[src/rtl/uart_pkg.sv]
// Shared types and constants for the UART transmit path.
// UART_TX_PARITY_EN adds an even-parity bit after the data bits.
package uart_pkg;

  typedef enum logic [2:0] {
    IDLE   = 3'd0,
    START  = 3'd1,
    DATA   = 3'd2,
    PARITY = 3'd3,
    STOP   = 3'd4
  } tx_state_t;

  localparam int   DATA_BITS = 8;
  localparam logic TXD_IDLE  = 1'b1;

  function automatic logic even_parity(input logic [DATA_BITS-1:0] d);
    return ^d;
  endfunction

endpackage

[src/rtl/uart_tx_fifo_if.sv]
// Byte handshake between the bus-side producer and the UART transmitter.
interface uart_tx_fifo_if;

  logic [uart_pkg::DATA_BITS-1:0] tx_data;
  logic                           tx_valid;
  logic                           tx_ready;

  modport master (output tx_data, output tx_valid, input tx_ready);
  modport slave  (input tx_data, input tx_valid, output tx_ready);

endinterface

[src/rtl/sync_fifo.sv]
// Single-clock FIFO with registered occupancy; full/empty derive from the count flop.
module sync_fifo #(
  parameter int DEPTH = 8,
  parameter int WIDTH = 8
) (
  input  logic                     clk,
  input  logic                     reset,
  input  logic                     push,
  input  logic                     pop,
  input  logic [WIDTH-1:0]         wdata,
  output logic [WIDTH-1:0]         rdata,
  output logic                     full,
  output logic                     empty,
  output logic [$clog2(DEPTH):0]   count
);

  localparam int AW = $clog2(DEPTH);
  localparam int CW = AW + 1;

  logic [AW-1:0]    wr_ptr_q, wr_ptr_d;
  logic [AW-1:0]    rd_ptr_q, rd_ptr_d;
  logic [CW-1:0]    count_q, count_d;
  logic [WIDTH-1:0] mem_q [DEPTH];
  logic [WIDTH-1:0] mem_d [DEPTH];
  logic             push_ok;
  logic             pop_ok;

  assign full    = (count_q == CW'(DEPTH));
  assign empty   = (count_q == {CW{1'b0}});
  assign count   = count_q;
  assign rdata   = mem_q[rd_ptr_q];
  assign push_ok = push && !full;
  assign pop_ok  = pop && !empty;

  // Next pointers, storage and occupancy; pointers wrap naturally at DEPTH.
  always_comb begin
    mem_d    = mem_q;
    wr_ptr_d = wr_ptr_q;
    rd_ptr_d = rd_ptr_q;
    count_d  = count_q;
    if (push_ok) begin
      mem_d[wr_ptr_q] = wdata;
      wr_ptr_d        = wr_ptr_q + AW'(1);
    end else begin
      wr_ptr_d = wr_ptr_q;
    end
    if (pop_ok) begin
      rd_ptr_d = rd_ptr_q + AW'(1);
    end else begin
      rd_ptr_d = rd_ptr_q;
    end
    case ({push_ok, pop_ok})
      2'b10:   count_d = count_q + CW'(1);
      2'b01:   count_d = count_q - CW'(1);
      default: count_d = count_q;
    endcase
  end

  // Control state with synchronous flush.
  always_ff @(posedge clk) begin
    if (reset) begin
      wr_ptr_q <= {AW{1'b0}};
      rd_ptr_q <= {AW{1'b0}};
      count_q  <= {CW{1'b0}};
    end else begin
      wr_ptr_q <= wr_ptr_d;
      rd_ptr_q <= rd_ptr_d;
      count_q  <= count_d;
    end
  end

  // Storage needs no reset: stale entries are unreachable once pointers clear.
  always_ff @(posedge clk) begin
    mem_q <= mem_d;
  end

endmodule

[src/rtl/uart_tx_fifo.sv]
// Buffered UART transmitter: FIFO front end plus 8N1 serialiser, LSB first.
// UART_TX_PARITY_EN inserts an even-parity bit between data and stop.
module uart_tx_fifo
  import uart_pkg::*;
#(
  parameter int DIVISOR    = 434,
  parameter int FIFO_DEPTH = 8
) (
  input  logic                          clk,
  input  logic                          reset,
  uart_tx_fifo_if.slave                 bus,
  output logic                          txd,
  output logic                          busy,
  output logic [$clog2(FIFO_DEPTH):0]   fifo_count
);

  localparam logic [15:0] RELOAD = 16'(DIVISOR - 1);

  tx_state_t               state_q, state_d;
  logic [15:0]             cnt_q, cnt_d;
  logic [2:0]              bit_idx_q, bit_idx_d;
  logic [DATA_BITS-1:0]    shift_q, shift_d;
  logic                    txd_q, txd_d;
`ifdef UART_TX_PARITY_EN
  logic                    parity_q, parity_d;
`endif

  logic                    fifo_full;
  logic                    fifo_empty;
  logic                    push;
  logic                    pop;
  logic [DATA_BITS-1:0]    fifo_head;

  assign bus.tx_ready = !fifo_full;
  assign push         = bus.tx_valid && !fifo_full;
  assign txd          = txd_q;
  assign busy         = (state_q != IDLE) || !fifo_empty;

  sync_fifo #(
    .DEPTH (FIFO_DEPTH),
    .WIDTH (DATA_BITS)
  ) u_fifo (
    .clk   (clk),
    .reset (reset),
    .push  (push),
    .pop   (pop),
    .wdata (bus.tx_data),
    .rdata (fifo_head),
    .full  (fifo_full),
    .empty (fifo_empty),
    .count (fifo_count)
  );

  // Frame sequencing: every bit lasts DIVISOR cycles, counter reloads on each advance.
  always_comb begin
    state_d   = state_q;
    cnt_d     = cnt_q;
    bit_idx_d = bit_idx_q;
    shift_d   = shift_q;
    txd_d     = txd_q;
    pop       = 1'b0;
`ifdef UART_TX_PARITY_EN
    parity_d  = parity_q;
`endif
    case (state_q)
      IDLE: begin
        if (!fifo_empty) begin
          pop       = 1'b1;
          shift_d   = fifo_head;
          txd_d     = 1'b0;
          cnt_d     = RELOAD;
          bit_idx_d = 3'd0;
          state_d   = START;
`ifdef UART_TX_PARITY_EN
          parity_d  = even_parity(fifo_head);
`endif
        end else begin
          txd_d = TXD_IDLE;
        end
      end
      START: begin
        if (cnt_q == 16'd0) begin
          cnt_d     = RELOAD;
          bit_idx_d = 3'd0;
          txd_d     = shift_q[0];
          state_d   = DATA;
        end else begin
          cnt_d = cnt_q - 16'd1;
        end
      end
      DATA: begin
        if (cnt_q == 16'd0) begin
          cnt_d = RELOAD;
          if (bit_idx_q == 3'd7) begin
`ifdef UART_TX_PARITY_EN
            txd_d   = parity_q;
            state_d = PARITY;
`else
            txd_d   = TXD_IDLE;
            state_d = STOP;
`endif
          end else begin
            bit_idx_d = bit_idx_q + 3'd1;
            shift_d   = shift_q >> 1;
            txd_d     = shift_q[1];
          end
        end else begin
          cnt_d = cnt_q - 16'd1;
        end
      end
`ifdef UART_TX_PARITY_EN
      PARITY: begin
        if (cnt_q == 16'd0) begin
          cnt_d   = RELOAD;
          txd_d   = TXD_IDLE;
          state_d = STOP;
        end else begin
          cnt_d = cnt_q - 16'd1;
        end
      end
`endif
      STOP: begin
        if (cnt_q == 16'd0) begin
          // Chain straight into the next start bit when more data is queued.
          if (!fifo_empty) begin
            pop       = 1'b1;
            shift_d   = fifo_head;
            txd_d     = 1'b0;
            cnt_d     = RELOAD;
            bit_idx_d = 3'd0;
            state_d   = START;
`ifdef UART_TX_PARITY_EN
            parity_d  = even_parity(fifo_head);
`endif
          end else begin
            txd_d   = TXD_IDLE;
            state_d = IDLE;
          end
        end else begin
          cnt_d = cnt_q - 16'd1;
        end
      end
      default: begin
        txd_d   = TXD_IDLE;
        state_d = IDLE;
      end
    endcase
  end

  // Serialiser registers; reset abandons any frame in flight.
  always_ff @(posedge clk) begin
    if (reset) begin
      state_q   <= IDLE;
      cnt_q     <= 16'd0;
      bit_idx_q <= 3'd0;
      shift_q   <= {DATA_BITS{1'b0}};
      txd_q     <= TXD_IDLE;
`ifdef UART_TX_PARITY_EN
      parity_q  <= 1'b0;
`endif
    end else begin
      state_q   <= state_d;
      cnt_q     <= cnt_d;
      bit_idx_q <= bit_idx_d;
      shift_q   <= shift_d;
      txd_q     <= txd_d;
`ifdef UART_TX_PARITY_EN
      parity_q  <= parity_d;
`endif
    end
  end

endmodule
[src/flat_wrapper.sv]
// flat-port wrapper written by rule: the top's interface ports become plain ports
module uart_tx_fifo_flat import uart_pkg::*;
#(
  parameter int DIVISOR    = 434,
  parameter int FIFO_DEPTH = 8
)
  (clk, reset, txd, busy, fifo_count, bus_tx_data, bus_tx_valid, bus_tx_ready);
  uart_tx_fifo_if bus_i ();
  input  logic clk;
  input  logic reset;
  output logic txd;
  output logic busy;
  output logic [$clog2(FIFO_DEPTH):0] fifo_count;
  input wire logic [$bits(bus_i.tx_data)-1:0] bus_tx_data;
  input wire logic [$bits(bus_i.tx_valid)-1:0] bus_tx_valid;
  output wire logic [$bits(bus_i.tx_ready)-1:0] bus_tx_ready;
  assign bus_i.tx_data = bus_tx_data;
  assign bus_i.tx_valid = bus_tx_valid;
  assign bus_tx_ready = bus_i.tx_ready;
  uart_tx_fifo #(.DIVISOR(DIVISOR), .FIFO_DEPTH(FIFO_DEPTH)) u_core (.clk(clk), .reset(reset), .bus(bus_i), .txd(txd), .busy(busy), .fifo_count(fifo_count));
endmodule
[config.mk]
export PLATFORM = sky130hd
export DESIGN_NAME = uart_tx_fifo_flat
export DESIGN_NICKNAME = d
export VERILOG_FILES = /design/src/rtl/uart_pkg.sv /design/src/rtl/uart_tx_fifo_if.sv /design/src/rtl/sync_fifo.sv /design/src/rtl/uart_tx_fifo.sv /design/src/flat_wrapper.sv
export SDC_FILE = /design/constraint.sdc
export NUM_CORES = 1
export LEC_CHECK = 0
export CAP_MARGIN = 15
export CORE_ASPECT_RATIO = 1.2
export CORE_MARGIN = 4
export CORE_UTILIZATION = 27
export CTS_CLUSTER_DIAMETER = 200
export DETAILED_ROUTE_END_ITERATION = 8
export PLACE_DENSITY = 0.5
export SLEW_MARGIN = 20
export SYNTH_ARGS = -nofsm -noshare
export SYNTH_HDL_FRONTEND = slang
export SYNTH_SLANG_ARGS = --single-unit
[constraint.sdc]
create_clock -name clk -period 6.05 [get_ports clk]
set_clock_uncertainty 0.05 [all_clocks]
set_input_delay 0.605 -clock clk [delete_from_list [all_inputs] [get_ports clk]]
set_output_delay 0.605 -clock clk [all_outputs]
set_load 0.02 [all_outputs]
Word-level counts from Yosys, hierarchy flattened. Index checks and enable logic that the tools add are counted.

Logic and storage cells: 98. Memories kept: 0. Flip-flop bits (word level): 105. Bits in latches: 0. Output and inout port bits: 7. Memory bits (read-only): 0. Bits of input ports: 11. Bits in writable memories: 0.

Reduce and logical (&&, ||, !) cells: 20. Muxes and demuxes: 38. Eq/ne operators: 13. Shifts and indexed selects: 0. Bitwise logic cells: 2. Div/mod/pow operators: 0. $lt $le $gt $ge: 3. Multiply operators: 0. Add/subtract/negate cells: 6.

Operator list (count): bitwise mux 64 bit (1); two-way mux 8 bit (7); two-way mux 16 bit (3); one-hot mux 16 bit (3 select lines) (1); two-way mux 3 bit (10); binary-select mux 8 bit (select 3 bit) (1); demux 8 bit (select 3 bit) (1); one-hot mux 3 bit (4 select lines) (2); one-hot mux 8 bit (3 select lines) (1); logical NOT 16 bit (1); subtractor 16 x 1 -> 16 bit (second input constant) (1); AND reduction 5 bit (2); adder 3 x 1 -> 3 bit (second input constant) (3); nonzero test 3 bit (3); greater-or-equal comparator 4 bit (second input constant) (2); two-way mux 1 bit (8); != test 2 x 1 -> 1 bit (second input constant) (4); inverter 3 -> 4 bit (2); one-hot mux 4 bit (2 select lines) (1); equality test 3 bit (second input constant) (2); adder 4 x 1 -> 4 bit (second input constant) (1); equality test 4 bit (second input constant) (1); logical AND 1 bit (4); logical NOT 4 bit (1); other kinds (17) (19).

Depth between registers and ports, before layout.
Word-level depth: 7. Gate-level depth with buffers: 13. Mapped depth without buffers: 12.

Hierarchy. A second synthesis with hierarchy kept.

Cell total of the unflattened synthesis: 371. Area, all modules: 4823.4 µm².

By module, submodules not included: sync_fifo (cells an instance 163, instances 1, area each 3057.9 µm²); uart_tx_fifo (cells an instance 208, instances 1, area each 1765.4 µm²).

Least setup slack after synthesis. OpenSTA, ideal clock, no wires.

Kind: reg2reg. Start point: register u_core.cnt_q[0]. End point: register u_core.u_fifo.count_q[2] (netlist: u_core.u_fifo.count[2]). Period minus slack after synthesis: 3.307 ns. Setup time: 0.070 ns. Buffers on the path: 1. Stages on the path, launching flop included: 14. Arrival time: 3.187 ns. Path slack: 2.743 ns. Data required time: 5.930 ns. Cell sequence: dfxtp_1 > inv_1 > ha_1 > or4b_1 > or4_4 > buf_6 > a21oi_1 > ha_1 > xor2_1 > ha_1 > a21oi_1 > xor2_1 > or3_1 > a21oi_1.

Word-level cells in the longest chain between the ends: 6. Elaborated cells on any way between the ends: 8. Classes of those cells: eq/ne: 2; mux: 3; reduce/logical: 3.

Ends and longest elaborated chain: start, declared (line uart_tx_fifo.sv:20) `logic [15:0] cnt_q, cnt_d;`; start signal, assigned (line uart_tx_fifo.sv:163) `cnt_q <= cnt_d;`; logical NOT 16 bit (*) (line uart_tx_fifo.sv:123) `if (cnt_q == 16'd0) begin`; two-way mux 1 bit (*) (line uart_tx_fifo.sv:123); one-hot mux 1 bit (2 select lines) (*) (line uart_tx_fifo.sv:65) `case (state_q)`; logical AND 1 bit (*) (line sync_fifo.sv:33) `assign pop_ok = pop && !empty;`; named net u_core.u_fifo.pop_ok (line sync_fifo.sv:26) `logic pop_ok;`; equality test 2 x 1 -> 1 bit or equality test 2 bit (tied branches) (line sync_fifo.sv:52) `case ({push_ok, pop_ok})`; one-hot mux 4 bit (2 select lines) or nonzero test 2 bit (tied branches); end signal, assigned (line sync_fifo.sv:64) `count_q <= {CW{1'b0}};`; end signal, assigned (line sync_fifo.sv:68) `count_q <= count_d;`; end, declared (line sync_fifo.sv:22) `logic [CW-1:0] count_q, count_d;`.

The timed path passes the listed nets; every way through them passes the cells marked *. A chain may end at the register's enable or synchronous reset.

Worst setup path after layout. Ends and elaborated chain as after synthesis.

==> results.md <==
- Fin area: 5470 µm²
- Max clock buf depth: 2
- CTS root buf: clkbuf_16
- RSZ-0062 raised after global routing: false
- Synth top area share: 0.403
- Worst-Skew Late Latency: 0.35 ns
- Combinational share of power: 0.436
- Post-Syn Area: 4770 µm²
- Via Count: ~3300
- Clk pwr share: 0.210
- Hold Crit Class: register to register
- # resized after CTS: 0
- Cts hold-fix bufs: 0
- Antenna viol nets, final: 0
- Core region area: 17100 µm²
- Seq/Total Area, Yosys: 0.575
- Synthesized instance count: 423
- DR vias/cell: 5.03
- Switching power: roughly 1.1 mW
- Ranking of synthesized cells by area: edfxtp_1 40%, dfxtp_1 17%, mux2i_1 5.0%
- CP max-delay cell: or4_4
- Post-route setup TNS: 0 ns
- Drt wl/cell: 16.3 µm
- Cell Int Power: about 1.7 mW
- Worst r2r path cells: 12
- WS Path Type: register to register
- Ys async rst share: 0
- Min Tclk post-route: 3.53 ns
- Hold path depth: 2
- Synthesized area per cell: 11.3 µm²
- Synthesis warning total: 0
- Static leakage: 1.79 nW
- Post-synth cell types: 46
- Synth area leader: edfxtp_1
- Worst hold-check slack: 0.417 ns
- Sequential share of power: 0.354
- Inserted Clock Buffers: 9
- Die Height: 154 µm
- Cells after DPL: 637
- Crit. End Element: register
- Number of global-route vias before repair: around 3300
- H-tree levels: 3
- First-pass GRT wire length: 17700 µm
- Sw frac: 0.398
- Critical Path Max Stage Delay: around 0.60 ns
- Final setup fails: 0
- Initial antenna violation count: 0
- Die ar.: 19800 µm²
- IO buf count: 17
- Synth Net Count: 443
- Overall Global Routing Usage: 0.114
- Row count: 52
- Ys flop type: edfxtp_1
- Residual DRC: 0
- Ports: 18
- Worst slew pin tran: 1.05 ns
- Max_cap viols: 0
- Commonest non-fill, non-tap cell in the layout: edfxtp_1
- Largest net degree at the start of global routing: 40
- Flops & latches, synth: ~110
- Power Density: 517 nW/µm²
- Initial core utilization: 0.279
- Die X: 129 µm
- Max Transition Viols Final: 0
- Initial DRC count: 228
- WP data arrival: 3.77 ns
- Period utilization: 0.584
- Syn-to-layout area delta: 14.8%
- Final #Nets: 452
- Ant. Diodes: 0
- Dpl hpwl: 6940 µm
- # Post-CTS Setup Buffers: 0
- Outcome: finished, final reports clean
- Peak supply drop: about 0.19 mV
- F_max: 283 MHz
- Fill cells: 1742
- Crit path cell chain: inv_1 -> ha_1 -> or4b_1 -> or4_4 -> a21oi_1 -> ha_1 -> xor2_1 -> ha_1 -> a21oi_1 -> xor2_1 -> or3_1 -> a21oi_1
- Final hold vios: 0
- Crit-path max FO: 9
- Most frequent cells in the layout: 64 x edfxtp_1, 40 x dfxtp_1, 36 x nor2_1
- GRT overflow: 0
- EDFF count, synth: 64
- Non-Filler Instances: 653
- CTS tree: built
- Slew margin rel.: 0.296
- Placed instance area: 5170 µm²
- Clk slew on worst S/H paths: 0.07 ns
- CP required: around 6.3 ns
- Clk sinks: 105
- Pre-Repair DR Iteration Count: 4
- Routability congestion estimate from global placement: 0.778
- Worst Setup Start Kind: register
- DRT Wirelength: about 11000 µm
- Layout cells sized above 1: 0.0801
cell type report:
type | instances | area, µm² | area share
inverters | 5 | 18.8 | 0.00343
well taps | 216 | 270 | 0.0494
clock inverters | 7 | 75.1 | 0.0137
multi-input cells | 289 | 1930 | 0.353
flip-flops and latches | 105 | 2740 | 0.502
clock buffers | 9 | 225 | 0.0412
repair buffers | 22 | 208 | 0.0380
kinds of logic after synthesis:
kind of cell,count (synthesis),share of synthesized area
AOI/OAI and AO/OA,101,0.137
xor gates and xnor gates,12,0.0221
adders and majority gates,9,0.0236
buffers and inverters,29,0.0252
DFF,105,0.575
muxes,27,0.0622
and+or+nand+nor,140,0.154
state kept, by name, indices dropped and copies added (netlist names):
register and count:
u_core.u_fifo.mem_q 64, u_core.cnt_q 16, u_core.shift_q 8, u_core.u_fifo.count 4
u_core.bit_idx_q 3, u_core.state_q 3, u_core.u_fifo.rd_ptr_q 3, u_core.u_fifo.wr_ptr_q 3
u_core.txd 1
power by group through the flow:
| stage | Combinational [mW] | Sequential (mW) | Clock (mW) |
|---|---|---|---|
| 3_5_place_dp | 1.24 | 1.02 | 0 |
| 6_report | 1.23 | 1.00 | 0.594 |
| 5_1_grt | 1.40 | 1.02 | 0.642 |
| 2_1_floorplan | 0.967 | 0.981 | 0 |
| 3_3_place_gp | 1.23 | 1.01 | 0 |
| 4_1_cts | 1.25 | 1.00 | 0.615 |
critical path: cells and delay by family, from the launching register on:
| kind | cells | cell delay [ns] |
|---|---|---|
| DFF | 1 | 0.33 |
| buffers and inverters | 1 | 0.12 |
| xor gates and xnor gates | 2 | 0.34 |
| and+or+nand+nor | 3 | 1.42 |
| adders and majority gates | 3 | 0.63 |
| AOI/OAI and AO/OA | 3 | 0.58 |
routing by layer:
| layer | part of all wire | wire length [µm] | global-route usage |
|---|---|---|---|
| met5 | 0 | 0 | 0 |
| met4 | 0.018 | 192 | 0.0455 |
| met3 | 0.018 | 188 | 0.0239 |
| met2 | 0.51 | 5390 | 0.191 |
| met1 | 0.46 | 4850 | 0.143 |
final timing paths:
kind,from,endpoint,slack (ns)
max,u_core.cnt_q[0]$_SDFFE_PP0P_,u_core.u_fifo.count[2]$_SDFFE_PP0P_,2.52
min reg2reg,u_core.bit_idx_q[1]$_SDFFE_PP0P_,u_core.bit_idx_q[1]$_SDFFE_PP0P_,0.42
max reg2reg,u_core.cnt_q[0]$_SDFFE_PP0P_,u_core.u_fifo.count[2]$_SDFFE_PP0P_,2.52
min,u_core.bit_idx_q[1]$_SDFFE_PP0P_,u_core.bit_idx_q[1]$_SDFFE_PP0P_,0.42
synth_stat cells, types with 2 or more instances:
cell and count:
a211oi_1 23, a21oi_1 35, a22oi_1 6, a31oi_1 12, a32oi_1 6, buf_2 3
clkbuf_1 20, dfxtp_1 41, edfxtp_1 64, ha_1 9, inv_1 5, mux2i_1 24
mux4_2 2, nand2_1 20, nand2b_1 11, nand3_1 9, nand3b_1 4, nand4b_1 3
nor2_1 36, nor2b_1 8, nor3_1 23, nor3b_1 2, nor4_1 6, nor4b_1 2
o21a_1 2, o21ai_0 10, or3_1 4, or4_1 5, xnor2_1 5, xor2_1 7
per-stage QoR:
step                setup slack, ns   util  power (mW)
detailed placement             2.54  0.302        2.26
finish                         2.52  0.320        2.83
floorplan                      2.74      -        1.95
global placement               2.61  0.302        2.24
CTS                            2.51  0.320        2.86
global route                   2.30  0.320        3.06
Power figures use the tool's default switching activity.
